==> src/rtl/fetch_pkg.sv <==
// Shared fetch-path types and defaults.
// Used by the instruction fetch queue and its storage.
package fetch_pkg;

  localparam int DATA_W   = 32;
  localparam int ADDR_W   = 32;
  localparam int KILL_DEF = 3;

  typedef struct packed {
    logic [DATA_W-1:0] ins;
    logic [ADDR_W-1:0] pc;
    logic              page_fault;
    logic              access_fault;
  } fetch_entry_t;

endpackage

==> src/rtl/fq_mem.sv <==
// Fetch queue storage: DEPTH entries,
// one write port, asynchronous read.
module fq_mem
  import fetch_pkg::*;
#(
  parameter  int DEPTH = 8,
  localparam int AW    = $clog2(DEPTH)
) (
  input  logic          clk,
  input  logic          we,
  input  logic [AW-1:0] waddr,
  input  fetch_entry_t  wdata,
  input  logic [AW-1:0] raddr,
  output fetch_entry_t  rdata
);

  fetch_entry_t mem [DEPTH];

  always_ff @(posedge clk) begin
    if (we) mem[waddr] <= wdata;
  end

  assign rdata = mem[raddr];

endmodule

==> src/rtl/ifetch_queue.sv <==
// Instruction fetch queue between Icache and decode,
// with skid-based fetch stall and post-flush kill.
module ifetch_queue
  import fetch_pkg::*;
#(
  parameter int DATA_WIDTH = DATA_W,
  parameter int ADDR_WIDTH = ADDR_W,
  parameter int DEPTH      = 8,
  parameter int SKID       = 4,
  parameter int KILL_CNT   = KILL_DEF
) (
  input  logic                  CLK,
  input  logic                  RST,
  input  logic [DATA_WIDTH-1:0] INS_IN,
  input  logic [ADDR_WIDTH-1:0] PC_IN,
  input  logic                  INS_VALID,
  input  logic                  PAGE_FAULT_IN,
  input  logic                  ACCESS_FAULT_IN,
  input  logic                  FLUSH,
  output logic                  FETCH_STALL,
  output logic [DATA_WIDTH-1:0] INS_OUT,
  output logic [ADDR_WIDTH-1:0] PC_OUT,
  output logic                  PAGE_FAULT_OUT,
  output logic                  ACCESS_FAULT_OUT,
  output logic                  INS_OUT_VALID,
  input  logic                  DECODE_READY
);

  localparam int AW = $clog2(DEPTH);
  localparam int PW = AW + 1;
  localparam int KW = $clog2(KILL_CNT + 1);
  localparam logic [PW-1:0] THR = PW'(DEPTH - SKID);

  logic [PW-1:0] wptr, rptr, count;
  logic [KW-1:0] kill_cnt;
  logic          stall_q, overflow;
  logic          full, empty, killing;
  logic          push, pop, faulted;
  fetch_entry_t  wdata, rdata;

  assign count   = wptr - rptr;
  assign empty   = (wptr == rptr);
  assign full    = (wptr[AW] != rptr[AW])
                && (wptr[AW-1:0] == rptr[AW-1:0]);
  assign killing = (kill_cnt != '0);
  assign push    = INS_VALID & ~full & ~FLUSH & ~killing;
  assign pop     = ~empty & DECODE_READY & ~FLUSH;
  assign faulted = PAGE_FAULT_IN | ACCESS_FAULT_IN;

  always_comb begin
    wdata              = '0;
    wdata.ins          = faulted ? '0 : INS_IN;
    wdata.pc           = PC_IN;
    wdata.page_fault   = PAGE_FAULT_IN;
    wdata.access_fault = ACCESS_FAULT_IN;
  end

  always_ff @(posedge CLK or posedge RST) begin
    if (RST) begin
      wptr     <= '0;
      rptr     <= '0;
      kill_cnt <= '0;
      stall_q  <= 1'b0;
      overflow <= 1'b0;
    end else if (FLUSH) begin
      wptr     <= '0;
      rptr     <= '0;
      kill_cnt <= KW'(KILL_CNT);
      stall_q  <= 1'b0;
    end else begin
      if (push) wptr <= wptr + 1'b1;
      if (pop)  rptr <= rptr + 1'b1;
      if (INS_VALID && killing) kill_cnt <= kill_cnt - 1'b1;
      if (INS_VALID && full && !killing) overflow <= 1'b1;
      // Threshold leaves SKID slots for fetches already in flight.
      stall_q <= ~killing & (count >= THR);
    end
  end

  fq_mem #(.DEPTH(DEPTH)) u_mem (
    .clk   (CLK),
    .we    (push),
    .waddr (wptr[AW-1:0]),
    .wdata (wdata),
    .raddr (rptr[AW-1:0]),
    .rdata (rdata)
  );

  assign FETCH_STALL      = stall_q;
  assign INS_OUT_VALID    = ~empty;
  assign INS_OUT          = rdata.ins;
  assign PC_OUT           = rdata.pc;
  assign PAGE_FAULT_OUT   = rdata.page_fault;
  assign ACCESS_FAULT_OUT = rdata.access_fault;

  ovf_sticky: assert property (
    @(posedge CLK) disable iff (RST || FLUSH) overflow |=> overflow
  );

endmodule

==> config.mk <==
export PLATFORM = sky130hd
export DESIGN_NAME = ifetch_queue
export DESIGN_NICKNAME = d
export VERILOG_FILES = /design/src/rtl/fetch_pkg.sv /design/src/rtl/fq_mem.sv /design/src/rtl/ifetch_queue.sv
export SDC_FILE = /design/constraint.sdc
export NUM_CORES = 1
export LEC_CHECK = 0
export CORE_ASPECT_RATIO = 0.7
export CORE_MARGIN = 2
export CORE_UTILIZATION = 30
export CTS_CLUSTER_DIAMETER = 100
export DETAILED_ROUTE_END_ITERATION = 8
export PLACE_DENSITY = 0.44
export SLEW_MARGIN = 20
export SYNTH_ARGS = -nofsm -noshare
export SYNTH_HDL_FRONTEND = slang
export SYNTH_SLANG_ARGS = --single-unit
==> constraint.sdc <==
create_clock -name CLK -period 7.8 [get_ports CLK]
set_clock_uncertainty 0.1 [all_clocks]
set_input_delay 2.34 -clock CLK [delete_from_list [all_inputs] [get_ports CLK]]
set_output_delay 2.34 -clock CLK [all_outputs]
set_load 0.02 [all_outputs]
Word level (Yosys, flattened, before mapping):

Memory sizes are Yosys's and may differ from the RTL's.
Cells that the tools add are included.

* flip-flop bits (word level): 11
* memory bits (writable): 528
* input port bits: 71
* memories: 1

* add/sub/neg operators: 4
* $lt $le $gt $ge: 1
* eq/ne operators: 3
* multiplexer cells: 10
* bitwise logic cells: 11
* reduce and logical (&&, ||, !) cells: 6

Memories
* u_mem.mem: words 8, width 66, read ports 1, clocked after Yosys merged registers in 0, write ports 1, line fq_mem.sv:17 `fetch_entry_t mem [DEPTH];`

Operator list (count)
* two-way mux 32 bit: 1
* two-way mux 4 bit: 4
* adder 4 x 1 -> 4 bit, second input constant: 2
* nonzero test 2 bit: 4
* AND 1 bit: 6
* equality test 4 bit: 1
* greater-or-equal comparator 4 x 3 -> 1 bit, second input constant: 1
* two-way mux 2 bit: 2
* NOT 1 bit: 4
* subtractor 4 bit: 1
* equality test 3 bit: 1
* two-way mux 1 bit: 3
* logical AND 1 bit: 2
* subtractor 2 x 1 -> 2 bit, second input constant: 1
* != test 1 bit: 1
* OR 1 bit: 1

Depth between registers and ports, before layout:

* depth after elaboration: 8
* mapped depth: 10
* mapped depth without buffers: 6

Modules after synthesis:

From an unflattened synthesis, not the netlist that was laid out.

* cell total of the unflattened synthesis: 881
* area total of the unflattened synthesis: 20727.4 µm²

By module, submodules not included
* fq_mem: times used 1, cells each 776, area each 19852.8 µm², seq. area each 15855.2 µm²
* ifetch_queue: times used 1, cells each 105, area each 874.6 µm², seq. area each 275.3 µm²

Worst setup path after synthesis:

Ideal clock, no wire load.

* path kind: input -> register
* start point: input port INS_VALID
* end point: memory u_mem.mem[1][0] (netlist name), enable pin
* setup time: 572 ps
* arrival: 7202 ps
* required time: 7128 ps
* slack: -74 ps
* stages: 4
* buffers on the path: 0
* path through: nand2_1 nor2_1 nand2_1 nor3_1

* longest elaborated chain between the ends: 5

Ends and longest elaborated chain
* start, declared: line ifetch_queue.sv:16 `input logic INS_VALID,`
* AND 1 bit (3 in a row): line ifetch_queue.sv:46 `assign push = INS_VALID & ~full & ~FLUSH & ~killing;`
* two-way mux 1 bit: line fq_mem.sv:20 `if (we) mem[waddr] <= wdata;`
* two-way mux 1 bit (not written as such): line fq_mem.sv:20
* end, declared: line fq_mem.sv:17

No other way between the ends.

Final worst setup path:

* start point: register rptr[0]
* end point: output port PC_OUT[17]

* longest elaborated chain between the ends: 1

Ends and longest elaborated chain
* start, declared: line ifetch_queue.sv:34 `logic [PW-1:0] wptr, rptr, count;`
* start signal, assigned: line ifetch_queue.sv:72 `if (pop) rptr <= rptr + 1'b1;`
* memory (8 x 66 bit)
* end, declared: line ifetch_queue.sv:22 `output logic [ADDR_WIDTH-1:0] PC_OUT,`

No other way between the ends.

==> flow_summary.ini <==
[run_status]
status = completed

[grt]
grt.overflow.total = 0
grt_pass1_vias = 10770
antenna_found_initial = 2
grt_pass1_wl_um = 71210
grt_util_all_layers_pct = 13.50
grt_max_degree = 68

[logic_synthesis]
yosysWarnings = 0
synth.avg_cell_area_um2 = 20.29
synth_area_leaders = edfxtp_1, mux4_2, nand2_1
synth.most_common_cell = edfxtp_1
synth_fp_nets = 1100
synth_seq_area_share_pct = 77.72
synth-seq-cells = 539
syn_area_um2 = 20750
synth_edf_count = 528
synth_top_cell_by_area = edfxtp_1
synth_top_area_share_pct = 76.39
async_reset_ff_share_pct = 2.041
ys.flop_type = edfxtp_1
synth_cell_type_count = 32
syn_inst = 1023
synth_common_cells = edfxtp_1, nand2_1, mux4_2

[clock_tree]
post_cts_buffers = 0
postCtsResizedCells = 0
cts_buffers = 54
postCtsHoldBufs = 0
path_clk_slew_ns = 0.06
cts_tree = built
insertion_delay_ns = 0.61
clockRootBuffer = clkbuf_16
clock-sinks = 539
htreeDepth = 2
clockBufferDepth = 3

[finish]
instances_no_fill = 2129
antenna_cells = 0
num-nets-final = 1264
layout-drive-gt1-share_pct = 19.48
multi_input_comb_area_um2 = 4408
seqCellArea_um2 = 16140
area_growth_pct = 20.34
final_util_pct = 36.59
fillCellCount = 6350
final_cell_area_um2 = 24980

[floorplan]
design.core.area_um2 = 68270
chipWidth_um = 318.4
start_util_pct = 30.40
ios = 139
dieArea_um2 = 71340
die_h_um = 224.1
rows = 80

[route]
wirelength_um = 47700
drc = 0
vias = 9826
avgViaCountPerCell = 4.615
post_drt_wl_per_cell_um = 22.40
first_pass_iters = 4
antenna_left = 0
drtIter0Drc = 781

[timing]
slew_headroom_pct = 30.24
fin_crit_ns = 5.981
final-max-slew-violation-count = 0
hold_viol_final = 0
report.final.setup_viol = 0
max_freq_mhz = 167.2
period_share_pct = 76.68
tns_ns = 0
grt_setup_unrepaired = no
worst_pin_slew_ns = 1.046

[setup_path]
crit_path_end_kind = output pin
r2r_slack_ns = 3.68
critical_path_peak_fanout = 47
crit_path_top_delay_cell = dfrtp_4
slowest_delay_ns = 1.04
startpoint_type = flop
crit_required_ns = 5.36
r2r_cells = 6
path_cells = buf_12, mux4_2, nand2_1, nand2_1, clkdlybuf4s50_1
arrival_ns = 3.54
critPathMostFrequentCell = nand2_1
critPathKind = flop to output pin

[place]
gp_congestion = 0.6893
place_hpwl_um = 26040
dp_cells = 2033
placed_cell_area_um2 = 23330
port_buffers = 138

[pwr]
power.leakage_nw = 7.907
vdd_drop_max_mv = 0.1616
power_density_nw_per_um2 = 234.5
total_power_w = 0.005856

[worst_hold_path]
holdCritPathClass = flop to flop
holdPathStages = 1

[run]
drv_cap = 0
==> sequential cells by signal (all words and copies together) (netlist names) <==
register and count:
FETCH_STALL 1, kill_cnt 2, wptr 4, rptr 4
u_mem.mem 528
==> final cells by class <==
| class | count | area share (%) |
|---|---|---|
| flip-flops and latches | 539 | 64.63 |
| well taps | 902 | 4.519 |
| clock inverters | 33 | 1.052 |
| multi-input cells | 426 | 17.65 |
| inverters | 8 | 0.1252 |
| clock buffers | 63 | 5.546 |
| repair buffers | 158 | 6.482 |
==> worst paths after layout <==
check,startpoint,endpoint
hold reg to reg,kill_cnt[1],kill_cnt[1]
hold / removal,kill_cnt[1],kill_cnt[1]
setup / recovery,rptr[0],PC_OUT[17]
max in group asynchronous,RST,rptr[2]
setup reg to reg,rptr[0],u_mem.mem[0][19]
min in group asynchronous,RST,FETCH_STALL
==> layer usage <==
metal  vias to the layer above  track usage [%]  part of all wire [%]  wire (um)
li1                       4375                -                     -          -
met1                      5210            19.38                    48      22960
met2                       179            21.36                    47      22240
met3                        60            2.459                   3.7       1763
met4                         2            3.165                   1.5        730
met5                         -                0                 0.015          7
==> critical path: cells and delay by family (launching register included) <==
family / cells / cell delay (ns)
buffers and inverters: 2 / 1.01
flip-flops: 1 / 1.04
multiplexers: 1 / 0.55
AND/OR/NAND/NOR: 2 / 0.25
==> report_power, final <==
group | internal [W] | total [W] | switching (W)
sequential | 0.00318 | 0.00319 | 0.00000880
clock | 0.00137 | 0.00246 | 0.00109
combinational | 0.000105 | 0.000211 | 0.000106
total | 0.00465 | 0.00586 | 0.00121
==> placed cells by master, fill, tap and decap left out, types with 8 or more instances in the layout <==
cell type        Yosys  layout
edfxtp_1           528     528
nand2_1            204     204
clkdlybuf4s50_1      0     138
mux4_2             132     132
clkbuf_16            0      54
and2_1              32      32
clkinv_1             0      14
buf_4                1      13
clkinv_2             0      10
nor2_1              14       9
clkbuf_1            24       9
dfrtp_1             11       8
==> stage by stage <==
stage,hold slack [ns],worst slack [ns]
global route,0.4044,1.554
detailed placement,0.3774,2.371
CTS,0.3925,1.686
global placement,0.3701,2.357
finish,0.3876,1.819
floorplan,0.3588,1.718
==> logic make-up (layout without fill, tap and decap cells) <==
group	after synthesis	in the layout	share of synthesized area (%)
XOR/XNOR	9	9	0.3798
multiplexers	134	134	14.43
AND/OR/NAND/NOR	265	265	5.311
buffers and inverters	58	262	1.441
AO/OA/AOI/OAI	12	12	0.3617
flip-flops	539	539	77.72
adder cells (fa/ha/maj)	6	6	0.3617
Note: power is estimated with default switching activity, not from simulation.
